[config.mk]
export PLATFORM = sky130hd
export DESIGN_NAME = lcd_bus_driver_flat
export DESIGN_NICKNAME = d
export VERILOG_FILES = /design/src/rtl/lcd_bus_driver_if.sv /design/src/rtl/lcd_bus_driver.sv /design/src/flat_wrapper.sv
export SDC_FILE = /design/constraint.sdc
export NUM_CORES = 1
export LEC_CHECK = 0
export BUFFER_PORTS_ARGS = -buffer_cell sky130_fd_sc_hd__buf_2
export CAP_MARGIN = 15
export CELL_PAD_IN_SITES_DETAIL_PLACEMENT = 0
export CELL_PAD_IN_SITES_GLOBAL_PLACEMENT = 1
export CORE_MARGIN = 2
export CORE_UTILIZATION = 42
export CTS_BUF_LIST = sky130_fd_sc_hd__clkbuf_8
export DETAILED_ROUTE_END_ITERATION = 7
export PLACE_DENSITY_LB_ADDON = 0.3
export SLEW_MARGIN = 40
export SYNTH_ARGS = -nofsm -noshare
export SYNTH_HDL_FRONTEND = slang
export SYNTH_SLANG_ARGS = --single-unit
[constraint.sdc]
create_clock -name CLK -period 2.4 [get_ports CLK]
set_input_delay 0.12 -clock CLK [delete_from_list [all_inputs] [get_ports CLK]]
set_output_delay 0.12 -clock CLK [all_outputs]
set_load 0.01 [all_outputs]
[src/rtl/lcd_bus_driver_if.sv]
// Write handshake between the text/format stage (master) and the LCD bus
// timing engine (slave).
//   wr_valid  master->slave  byte available
//   wr_rs     master->slave  0 = command, 1 = character
//   wr_data   master->slave  byte to write
//   wr_ready  slave->master  engine accepts a byte this cycle
interface lcd_bus_driver_if;
    logic       wr_valid;
    logic       wr_rs;
    logic [7:0] wr_data;
    logic       wr_ready;

    modport master (output wr_valid, output wr_rs, output wr_data, input wr_ready);
    modport slave  (input wr_valid, input wr_rs, input wr_data, output wr_ready);
endinterface

[src/rtl/lcd_bus_driver.sv]
// HD44780-compatible 8-bit parallel bus timing engine.
// Runs the power-on init sequence, then accepts one byte per valid/ready
// handshake and strobes it onto the LCD bus with setup / enable-high / hold
// timing, followed by the controller execution wait.
// Ports:
//   CLK        system clock
//   RST        asynchronous active-low reset
//   wr         write handshake (slave side of lcd_bus_driver_if)
//   init_done  power-on init complete (sticky until reset)
//   busy       high whenever wr_ready is low
//   RS         LCD register select (registered)
//   EN_OUT     LCD enable strobe (registered)
//   data       LCD data bus (registered)
//
// state   | meaning
// --------+-----------------------------------------------------------
// S_PWRUP | power-up delay after reset, no bus activity
// S_SETUP | RS/data driven, EN_OUT low
// S_EN_HI | EN_OUT high
// S_HOLD  | EN_OUT low, RS/data held
// S_EXEC  | controller execution wait (length depends on byte)
// S_IDLE  | waiting for an upstream byte (after init completes)
module lcd_bus_driver #(
    parameter int unsigned PWRUP_CYC     = 2_000_000,
    parameter int unsigned INIT_WAIT_CYC = 500_000,
    parameter int unsigned SETUP_CYC     = 8,
    parameter int unsigned EN_HIGH_CYC   = 50,
    parameter int unsigned HOLD_CYC      = 8,
    parameter int unsigned EXEC_CYC      = 5000,
    parameter int unsigned CLEAR_CYC     = 200_000
) (
    input  logic             CLK,
    input  logic             RST,
    lcd_bus_driver_if.slave  wr,
    output logic             init_done,
    output logic             busy,
    output logic             RS,
    output logic             EN_OUT,
    output logic [7:0]       data
);

    function automatic int unsigned max2(input int unsigned a, input int unsigned b);
        return (a > b) ? a : b;
    endfunction

    // Zero-length phases are not allowed; a 0 parameter behaves as 1.
    localparam int unsigned P_PWR   = (PWRUP_CYC     == 0) ? 1 : PWRUP_CYC;
    localparam int unsigned P_INIT  = (INIT_WAIT_CYC == 0) ? 1 : INIT_WAIT_CYC;
    localparam int unsigned P_SETUP = (SETUP_CYC     == 0) ? 1 : SETUP_CYC;
    localparam int unsigned P_ENH   = (EN_HIGH_CYC   == 0) ? 1 : EN_HIGH_CYC;
    localparam int unsigned P_HOLD  = (HOLD_CYC      == 0) ? 1 : HOLD_CYC;
    localparam int unsigned P_EXEC  = (EXEC_CYC      == 0) ? 1 : EXEC_CYC;
    localparam int unsigned P_CLEAR = (CLEAR_CYC     == 0) ? 1 : CLEAR_CYC;

    localparam int unsigned MAX_LEN = max2(max2(max2(P_PWR, P_INIT), max2(P_SETUP, P_ENH)),
                                           max2(max2(P_HOLD, P_EXEC), P_CLEAR));
    localparam int CW = $clog2(MAX_LEN) + 1;

    // Down-counter load values: a phase of N cycles loads N-1 and ends at 0.
    localparam logic [CW-1:0] L_PWR   = CW'(P_PWR   - 1);
    localparam logic [CW-1:0] L_INIT  = CW'(P_INIT  - 1);
    localparam logic [CW-1:0] L_SETUP = CW'(P_SETUP - 1);
    localparam logic [CW-1:0] L_ENH   = CW'(P_ENH   - 1);
    localparam logic [CW-1:0] L_HOLD  = CW'(P_HOLD  - 1);
    localparam logic [CW-1:0] L_EXEC  = CW'(P_EXEC  - 1);
    localparam logic [CW-1:0] L_CLEAR = CW'(P_CLEAR - 1);

    localparam logic [2:0] LAST_INIT = 3'd6;

    typedef enum logic [2:0] {
        S_PWRUP,
        S_SETUP,
        S_EN_HI,
        S_HOLD,
        S_EXEC,
        S_IDLE
    } state_t;

    function automatic logic [7:0] init_rom(input logic [2:0] idx);
        case (idx)
            3'd0, 3'd1, 3'd2: return 8'h30;
            3'd3:             return 8'h38;
            3'd4:             return 8'h0C;
            3'd5:             return 8'h06;
            default:          return 8'h01;
        endcase
    endfunction

    state_t          state_q, state_nx;
    logic [CW-1:0]   cnt_q, cnt_nx;
    logic [2:0]      ptr_q, ptr_nx;
    logic            rs_nx, en_nx, ready_nx, done_nx;
    logic [7:0]      data_nx;
    logic [CW-1:0]   exec_load;
    logic            cnt_tc;

    assign cnt_tc = (cnt_q == '0);
    assign busy   = ~wr.wr_ready;

    // Execution wait for the byte currently on the bus.
    always_comb begin
        exec_load = L_EXEC;
        if (!init_done && ptr_q == 3'd0) begin
            exec_load = L_INIT;
        end else if (!RS && (data inside {8'h01, 8'h02, 8'h03})) begin
            exec_load = L_CLEAR;
        end
    end

    always_comb begin
        state_nx = state_q;
        cnt_nx   = cnt_tc ? cnt_q : cnt_q - CW'(1);
        ptr_nx   = ptr_q;
        rs_nx    = RS;
        data_nx  = data;
        done_nx  = init_done;

        case (state_q)
            S_PWRUP: begin
                if (cnt_tc) begin
                    state_nx = S_SETUP;
                    cnt_nx   = L_SETUP;
                    ptr_nx   = 3'd0;
                    rs_nx    = 1'b0;
                    data_nx  = init_rom(3'd0);
                end
            end
            S_SETUP: begin
                if (cnt_tc) begin
                    state_nx = S_EN_HI;
                    cnt_nx   = L_ENH;
                end
            end
            S_EN_HI: begin
                if (cnt_tc) begin
                    state_nx = S_HOLD;
                    cnt_nx   = L_HOLD;
                end
            end
            S_HOLD: begin
                if (cnt_tc) begin
                    state_nx = S_EXEC;
                    cnt_nx   = exec_load;
                end
            end
            S_EXEC: begin
                if (cnt_tc) begin
                    if (init_done) begin
                        state_nx = S_IDLE;
                    end else if (ptr_q == LAST_INIT) begin
                        state_nx = S_IDLE;
                        done_nx  = 1'b1;
                    end else begin
                        state_nx = S_SETUP;
                        cnt_nx   = L_SETUP;
                        ptr_nx   = ptr_q + 3'd1;
                        rs_nx    = 1'b0;
                        data_nx  = init_rom(ptr_q + 3'd1);
                    end
                end
            end
            S_IDLE: begin
                cnt_nx = cnt_q;
                if (wr.wr_valid && wr.wr_ready) begin
                    state_nx = S_SETUP;
                    cnt_nx   = L_SETUP;
                    rs_nx    = wr.wr_rs;
                    data_nx  = wr.wr_data;
                end
            end
            default: begin
                state_nx = S_PWRUP;
                cnt_nx   = L_PWR;
            end
        endcase

        // Strobe and ready are decoded from the next state so they come
        // straight out of flops.
        en_nx    = (state_nx == S_EN_HI);
        ready_nx = (state_nx == S_IDLE) && done_nx;
    end

    always_ff @(posedge CLK or negedge RST) begin
        if (!RST) begin
            state_q     <= S_PWRUP;
            cnt_q       <= L_PWR;   // power-up interval starts counting at release
            ptr_q       <= 3'd0;
            RS          <= 1'b0;
            data        <= 8'h00;
            EN_OUT      <= 1'b0;
            wr.wr_ready <= 1'b0;
            init_done   <= 1'b0;
        end else begin
            state_q     <= state_nx;
            cnt_q       <= cnt_nx;
            ptr_q       <= ptr_nx;
            RS          <= rs_nx;
            data        <= data_nx;
            EN_OUT      <= en_nx;
            wr.wr_ready <= ready_nx;
            init_done   <= done_nx;
        end
    end

endmodule
[src/flat_wrapper.sv]
// flat-port wrapper written by rule: the top's interface ports become plain ports
module lcd_bus_driver_flat 
#(
    parameter int unsigned PWRUP_CYC     = 2_000_000,
    parameter int unsigned INIT_WAIT_CYC = 500_000,
    parameter int unsigned SETUP_CYC     = 8,
    parameter int unsigned EN_HIGH_CYC   = 50,
    parameter int unsigned HOLD_CYC      = 8,
    parameter int unsigned EXEC_CYC      = 5000,
    parameter int unsigned CLEAR_CYC     = 200_000
)
  (CLK, RST, init_done, busy, RS, EN_OUT, data, wr_wr_valid, wr_wr_rs, wr_wr_data, wr_wr_ready);
  lcd_bus_driver_if wr_i ();
  input  logic CLK;
  input  logic RST;
  output logic init_done;
  output logic busy;
  output logic RS;
  output logic EN_OUT;
  output logic [7:0] data;
  input wire logic [$bits(wr_i.wr_valid)-1:0] wr_wr_valid;
  input wire logic [$bits(wr_i.wr_rs)-1:0] wr_wr_rs;
  input wire logic [$bits(wr_i.wr_data)-1:0] wr_wr_data;
  output wire logic [$bits(wr_i.wr_ready)-1:0] wr_wr_ready;
  assign wr_i.wr_valid = wr_wr_valid;
  assign wr_i.wr_rs = wr_wr_rs;
  assign wr_i.wr_data = wr_wr_data;
  assign wr_wr_ready = wr_i.wr_ready;
  lcd_bus_driver #(.PWRUP_CYC(PWRUP_CYC), .INIT_WAIT_CYC(INIT_WAIT_CYC), .SETUP_CYC(SETUP_CYC), .EN_HIGH_CYC(EN_HIGH_CYC), .HOLD_CYC(HOLD_CYC), .EXEC_CYC(EXEC_CYC), .CLEAR_CYC(CLEAR_CYC)) u_core (.CLK(CLK), .RST(RST), .wr(wr_i), .init_done(init_done), .busy(busy), .RS(RS), .EN_OUT(EN_OUT), .data(data));
endmodule
Word-level counts from Yosys, hierarchy flattened:

Cells that the tools add are included.

* flip-flop bits (word level): 40
* output and inout port bits: 13
* word-level logic and storage cells: 91

* add/subtract/negate cells: 2
* equal/unequal tests: 21
* multiplexer cells: 42
* bitwise logic cells: 1
* reductions and logical operators: 17

Operators with widths (number)
* $mux 22: 8
* $pmux 22 s5: 1
* $mux 8: 5
* $mux 3: 12
* $pmux 6 s4: 1
* $pmux 8 s3: 1
* $logic_not 22->1: 1
* $sub 22x1->22 const B: 1
* $mux 19: 1
* $eq 3x3->1 const B: 6
* $mux 18: 1
* $pmux 3 s6: 1
* $eq 8x2->1 const B: 2
* $eq 3x2->1 const B: 5
* $logic_not 3->1: 3
* $mux 1: 9
* $eq 8x1->1 const B: 1
* $eq 3x1->1 const B: 2
* $ne 2x1->1 const B: 3
* $pmux 3 s2: 1
* $reduce_and 6->1: 1
* $reduce_bool 3->1: 2
* $reduce_and 5->1: 1
* $logic_and 1x1->1: 4
* 8 further kinds: 10

Longest topological paths before layout:

Gate-level depths: netlist (run 1).

* depth after elaboration: 8
* depth in mapped cells: 10

Least setup slack after synthesis (run 1):

OpenSTA, ideal clock, no wires.

* path type: reg-to-reg
* start: register u_core.cnt_q[15]
* end: register u_core.cnt_q[0]
* arrival time: 2.455 ns
* slack: -0.157 ns
* cell stages (with the launch flop): 8
* period minus slack after synthesis: 2.557 ns
* cells stage by stage: dfstp_2 -> nor4_2 -> nand3_1 -> or4_2 -> ha_1 -> or3_1 -> o21ai_0 -> a222oi_1

* longest elaborated chain between the ends: 6
* elaborated cells on any way between the ends: 9

RTL lines
* from (decl): RTL line lcd_bus_driver.sv:90 `logic [CW-1:0] cnt_q, cnt_nx;`
* from (signal assigned): RTL line lcd_bus_driver.sv:195 `cnt_q <= cnt_nx;`
* $logic_not 22->1 *: RTL line lcd_bus_driver.sv:97 `assign cnt_tc = (cnt_q == '0);`
* $mux 22: RTL line lcd_bus_driver.sv:112 `cnt_nx = cnt_tc ? cnt_q : cnt_q - CW'(1);`
* $mux 22: RTL line lcd_bus_driver.sv:150 `end else if (ptr_q == LAST_INIT) begin`
* $mux 22: RTL line lcd_bus_driver.sv:148 `if (init_done) begin`
* $mux 22: RTL line lcd_bus_driver.sv:147 `if (cnt_tc) begin`
* $pmux 22 s5 *: RTL line lcd_bus_driver.sv:118 `case (state_q)`

Mark *: on every way between the ends. The rest lies on a longest branch, timed or not.
A chain may end at the register's enable or synchronous reset.

Worst setup path after layout (run 1):

* start: register u_core.cnt_q[0]
* end: register u_core.cnt_q[0]

* longest elaborated chain between the ends: 6
* elaborated cells on any way between the ends: 10

RTL lines (RTL line)
* $sub 22x1->22 / $logic_not 22->1 (equally long branches): lcd_bus_driver.sv:112, lcd_bus_driver.sv:97
* $mux 22: lcd_bus_driver.sv:112
* $mux 22: lcd_bus_driver.sv:150
* $mux 22: lcd_bus_driver.sv:148
* $mux 22: lcd_bus_driver.sv:147
* $pmux 22 s5 *: lcd_bus_driver.sv:118

Marks and branches as above.

==> results.toml, run 1 <==
[run_status]
run_status = "complete, no violations"

[logic_synthesis]
synth_xor_xnor_area_share = 0.009655
netlist_instances = 320
synth.lib_cells_used.distinct = 62
postSynthRegisterBits = 40
synth_edf_count = 0
netlist_area_mm2 = 0.002721
synth_top_flop_cell = "sky130_fd_sc_hd__dfrtp_1"
post_synth_fa_ha_maj_area_fraction = 0.04598
yosys.area.top_type = "sky130_fd_sc_hd__dfrtp_1"
synthesis.area_per_instance_um2 = 8.504
synth-async-reset-ratio = 1.000
synth_area_leaders = "sky130_fd_sc_hd__dfrtp_1 25%, sky130_fd_sc_hd__dfstp_2 13%, sky130_fd_sc_hd__o21ai_0 5.7%, sky130_fd_sc_hd__nor2_1 4.7%, sky130_fd_sc_hd__a21oi_1 4.6%"
synth.area.mux_share = 0.003678
post-synth-top-area-fraction = 0.2483
ys_seq_area_frac = 0.3738
synth_simple_gate_area_share = 0.2671
synth_nets = 342
synth-compound-area-share = 0.2478
synth_top_family_by_area = "simple AND/OR/NAND/NOR gates"
ys.warnings.count = 0

[worst_setup_path]
critPathLaunchType = "flop"
crit_path_start = "u_core.cnt_q[0]$_DFFE_PN1P_"
r2r_end = "u_core.cnt_q[0]$_DFFE_PN1P_"
required_ns = 2.61
worst_setup_path_end_kind = "flop"
worstSetupPathType = "reg2reg"
reg2reg_depth = 9
worst-path-max-fanout = 3
startpoint_of_the_worst_slack_reg_to_reg_timing_path = "u_core.cnt_q[0]$_DFFE_PN1P_"
worst_ep_arrival_time_ns = 2.61
worstSetupEndpoint = "u_core.cnt_q[0]$_DFFE_PN1P_"
regToRegSetupSlack_ns = 0.005

[global_route]
via_count_of_the_first_global_routing_pass = 2499
grt_util_all_layers = 0.2292
grt_util_met3 = 0.03343
grt_max_degree = 41
globalRouteMet1Util = 0.3381
globalRoute.busiestLayer = "met2"
grt_first_pass_wirelength_mm = 12.97
antenna_violations_before_repair = 0
gr_layer_usage_met2 = 0.3522
grt-ovfl-total = 0

[clock_tree]
cts-buffers-inserted = 5
clock_tree.htree_level_count = 2
clk_transition_reported_paths_ns = 0.08
clk_root_buffer_cell = "sky130_fd_sc_hd__clkbuf_8"
cts.path.max_buffers = 2
postCtsSetupBuffers = 0
tritoncts = "yes"
worst_skew_pair.late_latency_ns = 0.31
cts.sinks = 40

[final_layout]
layout.nets = 398
nFillCells = 597
area_growth_pct = 21.06
mostFrequentLayoutCells = "38 x sky130_fd_sc_hd__buf_4, 34 x sky130_fd_sc_hd__nor2_1, 29 x sky130_fd_sc_hd__o21ai_0, 27 x sky130_fd_sc_hd__dfrtp_1, 25 x sky130_fd_sc_hd__a21oi_1"
final-seq-area_mm2 = 0.001017
layout-drive-gt1-share = 0.2732
multiInputGateArea_mm2 = 0.001609
insertedDiodeCount = 0
layout.cells.most_common = "sky130_fd_sc_hd__buf_4"

[drt]
finalWirelength_mm = 7.847
vias = 2685
ant_nets = 0
vias_per_cell = 5.914
drc = 0
routed_wire_per_std_cell_um = 17.28
drt-pass1-iter-count = 7
first_iter_violations = 257

[floorplanning]
placementRows = 29
die_area_mm2 = 0.007139
floorplan.io_pins = 25
start_util = 0.4310
fp.dieH_um = 84.50
area_of_the_placeable_core_mm2 = 0.006314
die_width_um = 84.50

[pwr]
leakagePower_nw = 1.321
pwr_density_cell_mw_per_mm2 = 360.4
power.ir.vdd_worst_v = 0.0002093
totalPowerFinal_mw = 1.187

[timing]
final-hold-violation-count = 0
relSlewSlack = 0.4879
timing.final.setup_violations = 0
timing.final.crit_period_ns = 2.395
drv_slew = 0
post-route-worst-setup-slack_ns = 0.005302
unrepaired_setup_endpoints_after_global_routing = "true"
layout_worst_path_cycle_share = 0.9978
worst-slew-pin-transition_ns = 0.7601
max_freq_ghz = 0.4176
timing.clock.skew_ns = 0.01018

[placement]
pre_cts_worst_setup_slack_ns = 0.05006
detailed_place_hpwl_mm = 5.872
gp_routability_congestion = 0.8996
port_buffers = 24

[hold_path]
worstHoldPathType = "in2reg"

[job]
timing.max_cap.violations = 0
==> layout make-up <==
cell class / instances / share of cell area
clock inverter: 2 / 0.003418
multi-input combinational: 249 / 0.4884
sequential: 40 / 0.3088
timing repair buffer: 62 / 0.1246
clock buffer: 6 / 0.02507
inverter: 18 / 0.02051
tap: 77 / 0.02924
==> through the flow <==
step / hold slack [ns] / cell area [µm²] / utilization / setup TNS (ns) / std cells
after CTS: 0.03811 / 3264 / 0.5170 / 0 / 454
after detailed placement: 0.1373 / 3161 / 0.5006 / 0 / 445
after global routing: 0.05481 / 3294 / 0.5218 / -0.1127 / 454
after global placement: 0.3154 / 3158 / 0.5002 / 0 / 445
after floorplan: -0.1756 / 2741 / - / 0 / 320
final: 0.03625 / 3294 / 0.5218 / 0 / 454
==> layer usage <==
metal | up-vias | part of all wire
met5 | - | 0
met4 | 0 | 0.016
met3 | 13 | 0.051
met2 | 88 | 0.45
met1 | 1281 | 0.48
li1 | 1303 | -
==> critical path, cell delays in order, from the launching register on <==
cell	delay (ns)
sky130_fd_sc_hd__dfstp_2	0.38
sky130_fd_sc_hd__inv_1	0.07
sky130_fd_sc_hd__ha_2	0.19
sky130_fd_sc_hd__nor3b_4	0.21
sky130_fd_sc_hd__nand3_2	0.11
sky130_fd_sc_hd__or4_4	0.52
sky130_fd_sc_hd__ha_1	0.29
sky130_fd_sc_hd__or3_1	0.36
sky130_fd_sc_hd__o21ai_1	0.08
sky130_fd_sc_hd__a222oi_1	0.10
==> cells in the mapped netlist (2+ instances only) <==
library cell	n
sky130_fd_sc_hd__or3_1	6
sky130_fd_sc_hd__ha_1	10
sky130_fd_sc_hd__nor3b_1	2
sky130_fd_sc_hd__and3_1	2
sky130_fd_sc_hd__dfstp_2	13
sky130_fd_sc_hd__o2111a_1	2
sky130_fd_sc_hd__inv_1	18
sky130_fd_sc_hd__nor4_2	2
sky130_fd_sc_hd__a21oi_2	2
sky130_fd_sc_hd__a221oi_1	2
sky130_fd_sc_hd__nor4_4	2
sky130_fd_sc_hd__dfrtp_1	27
sky130_fd_sc_hd__clkbuf_1	5
sky130_fd_sc_hd__buf_6	2
sky130_fd_sc_hd__o22a_1	2
sky130_fd_sc_hd__nand3b_1	2
sky130_fd_sc_hd__nor3_1	14
sky130_fd_sc_hd__nand4_1	3
sky130_fd_sc_hd__nor2_1	34
sky130_fd_sc_hd__nor4b_1	2
sky130_fd_sc_hd__o211ai_1	5
sky130_fd_sc_hd__a31oi_1	8
sky130_fd_sc_hd__nor2b_1	6
sky130_fd_sc_hd__buf_2	4
sky130_fd_sc_hd__a211oi_1	2
sky130_fd_sc_hd__o31ai_1	8
sky130_fd_sc_hd__nor4_1	4
sky130_fd_sc_hd__or4_4	2
sky130_fd_sc_hd__o21ai_0	31
sky130_fd_sc_hd__nand2_1	24
sky130_fd_sc_hd__a21oi_1	25
sky130_fd_sc_hd__a22oi_1	2
sky130_fd_sc_hd__o21ai_1	2
sky130_fd_sc_hd__nand3_1	15
sky130_fd_sc_hd__xnor2_1	3
==> registers in the layout, summed over array words and instances (netlist names) <==
name / flops
u_core.state_q: 3
u_core.RS: 1
u_core.EN_OUT: 1
u_core.ptr_q: 3
u_core.cnt_q: 22
u_core.data: 8
u_core.wr.wr_ready: 1
u_core.init_done: 1
==> where the power goes <==
part / switching [mW] / internal (mW) / total, mW
clock: 0.259 / 0.230 / 0.489
combinational: 0.0160 / 0.00790 / 0.0239
sequential: 0 / 0.675 / 0.675
==> logic make-up (layout without fill, tap and decap cells) <==
group | Yosys count | count (layout)
buffers and inverters | 31 | 88
multiplexers | 1 | 1
adder cells (fa/ha/maj) | 10 | 10
flip-flops | 40 | 40
AO/OA/AOI/OAI | 105 | 105
AND/OR/NAND/NOR | 130 | 130
XOR/XNOR | 3 | 3
==> worst min-delay path by stage <==
stage	from	slack, ns	cells after the start	end
after floorplan	RST	-0.18	0	u_core.EN_OUT$_DFF_PN0_
after global placement	RST	0.32	1	u_core.ptr_q[0]$_DFFE_PN0P_
after detailed placement	RST	0.14	1	u_core.ptr_q[0]$_DFFE_PN0P_
after CTS	wr_wr_data[6]	0.04	3	u_core.data[6]$_DFFE_PN0P_
after global routing	wr_wr_data[6]	0.05	3	u_core.data[6]$_DFFE_PN0P_
final	wr_wr_data[6]	0.04	3	u_core.data[6]$_DFFE_PN0P_
==> repair_timing <==
item | CTS | global route
endpoints found under the setup margin | 0 | 5
hold endpoints to repair | 27 | 0
hold buffers | 1 | 0
gates resized for setup | 0 | 7
Power figures use the tool's default switching activity.
==> run 2, diff against run 1 <==
--- a/config.mk
+++ b/config.mk
@@ -13,6 +13,7 @@
 export CORE_UTILIZATION = 42
 export CTS_BUF_LIST = sky130_fd_sc_hd__clkbuf_8
 export DETAILED_ROUTE_END_ITERATION = 7
+export MAX_ROUTING_LAYER = met4
 export PLACE_DENSITY_LB_ADDON = 0.3
 export SLEW_MARGIN = 40
 export SYNTH_ARGS = -nofsm -noshare
==> run 2 against run 1 <==
  * Cell count unchanged
  * Highest routed layer unchanged
  * Fmax grew 0.16%
  * Non-clock buffer count unchanged
  * Largest power group unchanged
  * Utilization unchanged
  * Global-route usage is 0.76 points higher
  * Critical path depth stayed put
  * Flip-flop and latch count is the same
  * Hold slack about the same
  * Via count up 0.89%
  * Sequential share of layout area is the same
==> results.toml, run 2 (synthesis results as in run 1) <==
[timing]
timing.final.setup_violations = 0
drv_slew = 0
post-route-worst-setup-slack_ns = 0.009192
relSlewSlack = 0.4917
setup_total_negative_slack_ns = 0
final-hold-violation-count = 0
timing.clock.skew_ns = 0.01313
fin_worst_hold_slack_ns = 0.03606
worst-slew-pin-transition_ns = 0.7545
timing.final.crit_period_ns = 2.391
max_freq_ghz = 0.4183
unrepaired_setup_endpoints_after_global_routing = "true"
layout_worst_path_cycle_share = 0.9962

[floorplanning]
fp.dieH_um = 84.50
start_util = 0.4310
placementRows = 29
die_width_um = 84.50
area_of_the_placeable_core_mm2 = 0.006314
floorplan.io_pins = 25
die_area_mm2 = 0.007139

[hold_path]
hold_depth = 3
worstHoldPathType = "in2reg"
hold-path-endpoint = "u_core.data[6]$_DFFE_PN0P_"
worstHoldStart = "wr_wr_data[6]"

[worst_setup_path]
reg2reg_depth = 9
worst_ep_arrival_time_ns = 2.60
r2r_end = "u_core.cnt_q[0]$_DFFE_PN1P_"
startpoint_of_the_worst_slack_reg_to_reg_timing_path = "u_core.cnt_q[0]$_DFFE_PN1P_"
regToRegSetupSlack_ns = 0.009
ordered_list_of_cells_on_the_worst_path = "inv_1 > ha_2 > nor3b_4 > nand3_2 > or4_4 > ha_1 > or3_1 > o21ai_1 > a222oi_1"
worstSetupPathType = "reg2reg"
worst-path-max-fanout = 3
critPathLaunchType = "flop"
cp_slowest_stage_delay_ns = 0.52
required_ns = 2.61
critical-path-slowest-cell = "sky130_fd_sc_hd__or4_4"
worst_setup_path_end_kind = "flop"

[final_layout]
layout.cells.most_common = "sky130_fd_sc_hd__buf_4"
layout-drive-gt1-share = 0.2732
nFillCells = 597
max_flop_register = "u_core.cnt_q"
mostFrequentLayoutCells = "38 x sky130_fd_sc_hd__buf_4, 34 x sky130_fd_sc_hd__nor2_1, 29 x sky130_fd_sc_hd__o21ai_0, 27 x sky130_fd_sc_hd__dfrtp_1, 25 x sky130_fd_sc_hd__a21oi_1"
largest_reg_flops = 22
layout.core_utilization = 0.5218
layout.nets = 398
final_design_area_no_fill_mm2 = 0.003294
final-instance-count-excl-fill = 454
area_growth_pct = 21.06
insertedDiodeCount = 0
layout_top_registers = "u_core.cnt_q (22), u_core.data (8)"

[drt]
drc = 0
vias = 2709
vias_per_cell = 5.967
ant_nets = 0
first_iter_violations = 292
drt-pass1-iter-count = 5
finalWirelength_mm = 7.950
routed_wire_per_std_cell_um = 17.51

[pwr]
power_frac_seq = 0.565
totalPowerFinal_mw = 1.194
intPower_mw = 0.9124
leakagePower_nw = 1.321
power_frac_clock = 0.415
power.ir.vdd_worst_v = 0.0002100
netSwitchingPower_mw = 0.2812
pwr_density_cell_mw_per_mm2 = 362.3
combinationalPowerShare = 0.020
netSwitchingFraction = 0.2356

[placement]
place.detailed.instances = 445
port_buffers = 24
gp_routability_congestion = 0.9150
pre_cts_worst_setup_slack_ns = 0.05006
post_dp_cell_area_mm2 = 0.003161
detailed_place_hpwl_mm = 5.872

[clock_tree]
tritoncts = "yes"
clk_root_buffer_cell = "sky130_fd_sc_hd__clkbuf_8"
worst_skew_pair.late_latency_ns = 0.31
cts.sinks = 40
cts.path.max_buffers = 2
clock_tree.htree_level_count = 2
cts-buffers-inserted = 5
clk_transition_reported_paths_ns = 0.08

[global_route]
via_count_of_the_first_global_routing_pass = 2491
grt_util_all_layers = 0.2368
grt_max_degree = 41
grt-ovfl-total = 0
antenna_violations_before_repair = 0
grt_first_pass_wirelength_mm = 13.01

[run_status]
run_status = "complete, no violations"

[job]
timing.max_cap.violations = 0
-- run 2: cell counts in the layout (fill, tap and decap cells not counted) --
Identical to the previous run, type by type.
-- run 2: layer usage --
layer  GRT usage  up-vias  part of all wire
met1      0.3406     1311              0.48
li1            -     1298                 -
met3     0.03343       15             0.047
met4     0.06205        0             0.017
met5           -        -                 0
met2      0.3515       85              0.45
-- run 2: worst max-delay path by stage --
stage / slack (ns) / endpoint / from
floorplan: 0.09 / u_core.cnt_q[0]$_DFFE_PN1P_ / u_core.cnt_q[15]$_DFFE_PN1P_
CTS: 0.02 / u_core.cnt_q[0]$_DFFE_PN1P_ / u_core.cnt_q[0]$_DFFE_PN1P_
global route: -0.11 / u_core.cnt_q[0]$_DFFE_PN1P_ / u_core.cnt_q[0]$_DFFE_PN1P_
global placement: 0.1 / u_core.cnt_q[0]$_DFFE_PN1P_ / u_core.cnt_q[0]$_DFFE_PN1P_
detailed placement: 0.05 / u_core.cnt_q[0]$_DFFE_PN1P_ / u_core.cnt_q[0]$_DFFE_PN1P_
finish: 0.009 / u_core.cnt_q[0]$_DFFE_PN1P_ / u_core.cnt_q[0]$_DFFE_PN1P_
-- run 2: power by group through the flow --
stage	Clock, mW	Combinational (mW)	Sequential (mW)
2_1_floorplan	0	0.000139	0.687
3_3_place_gp	0	0.0234	0.687
3_5_place_dp	0	0.0240	0.687
4_1_cts	0.500	0.0254	0.675
5_1_grt	0.527	0.0281	0.675
6_report	0.495	0.0240	0.675
-- run 2: worst max-delay path: cells and delay by family (launching register included) --
family	cells	cell delay [ns]
and+or+nand+nor	4	1.20
adders and majority gates	2	0.47
DFF	1	0.38
AOI/OAI and AO/OA	2	0.18
buffers and inverters	1	0.07
-- run 2: final cells by class --
class | instances | area, µm² | share of cell area
tap | 77 | 96.34 | 0.02924
clock buffer | 6 | 82.58 | 0.02507
clock inverter | 2 | 11.26 | 0.003418
timing repair buffer | 62 | 410.4 | 0.1246
inverter | 18 | 67.56 | 0.02051
multi-input combinational | 249 | 1609 | 0.4884
sequential | 40 | 1017 | 0.3088
-- run 2: what timing repair did --
| item | in CTS | in global routing |
|---|---|---|
| resized for setup | 0 | 7 |
| endpoints found under the setup margin | 0 | 5 |
| buffers inserted | 0 | 0 |
| endpoints found under the hold margin | 27 | 0 |
| hold buffers | 1 | 0 |
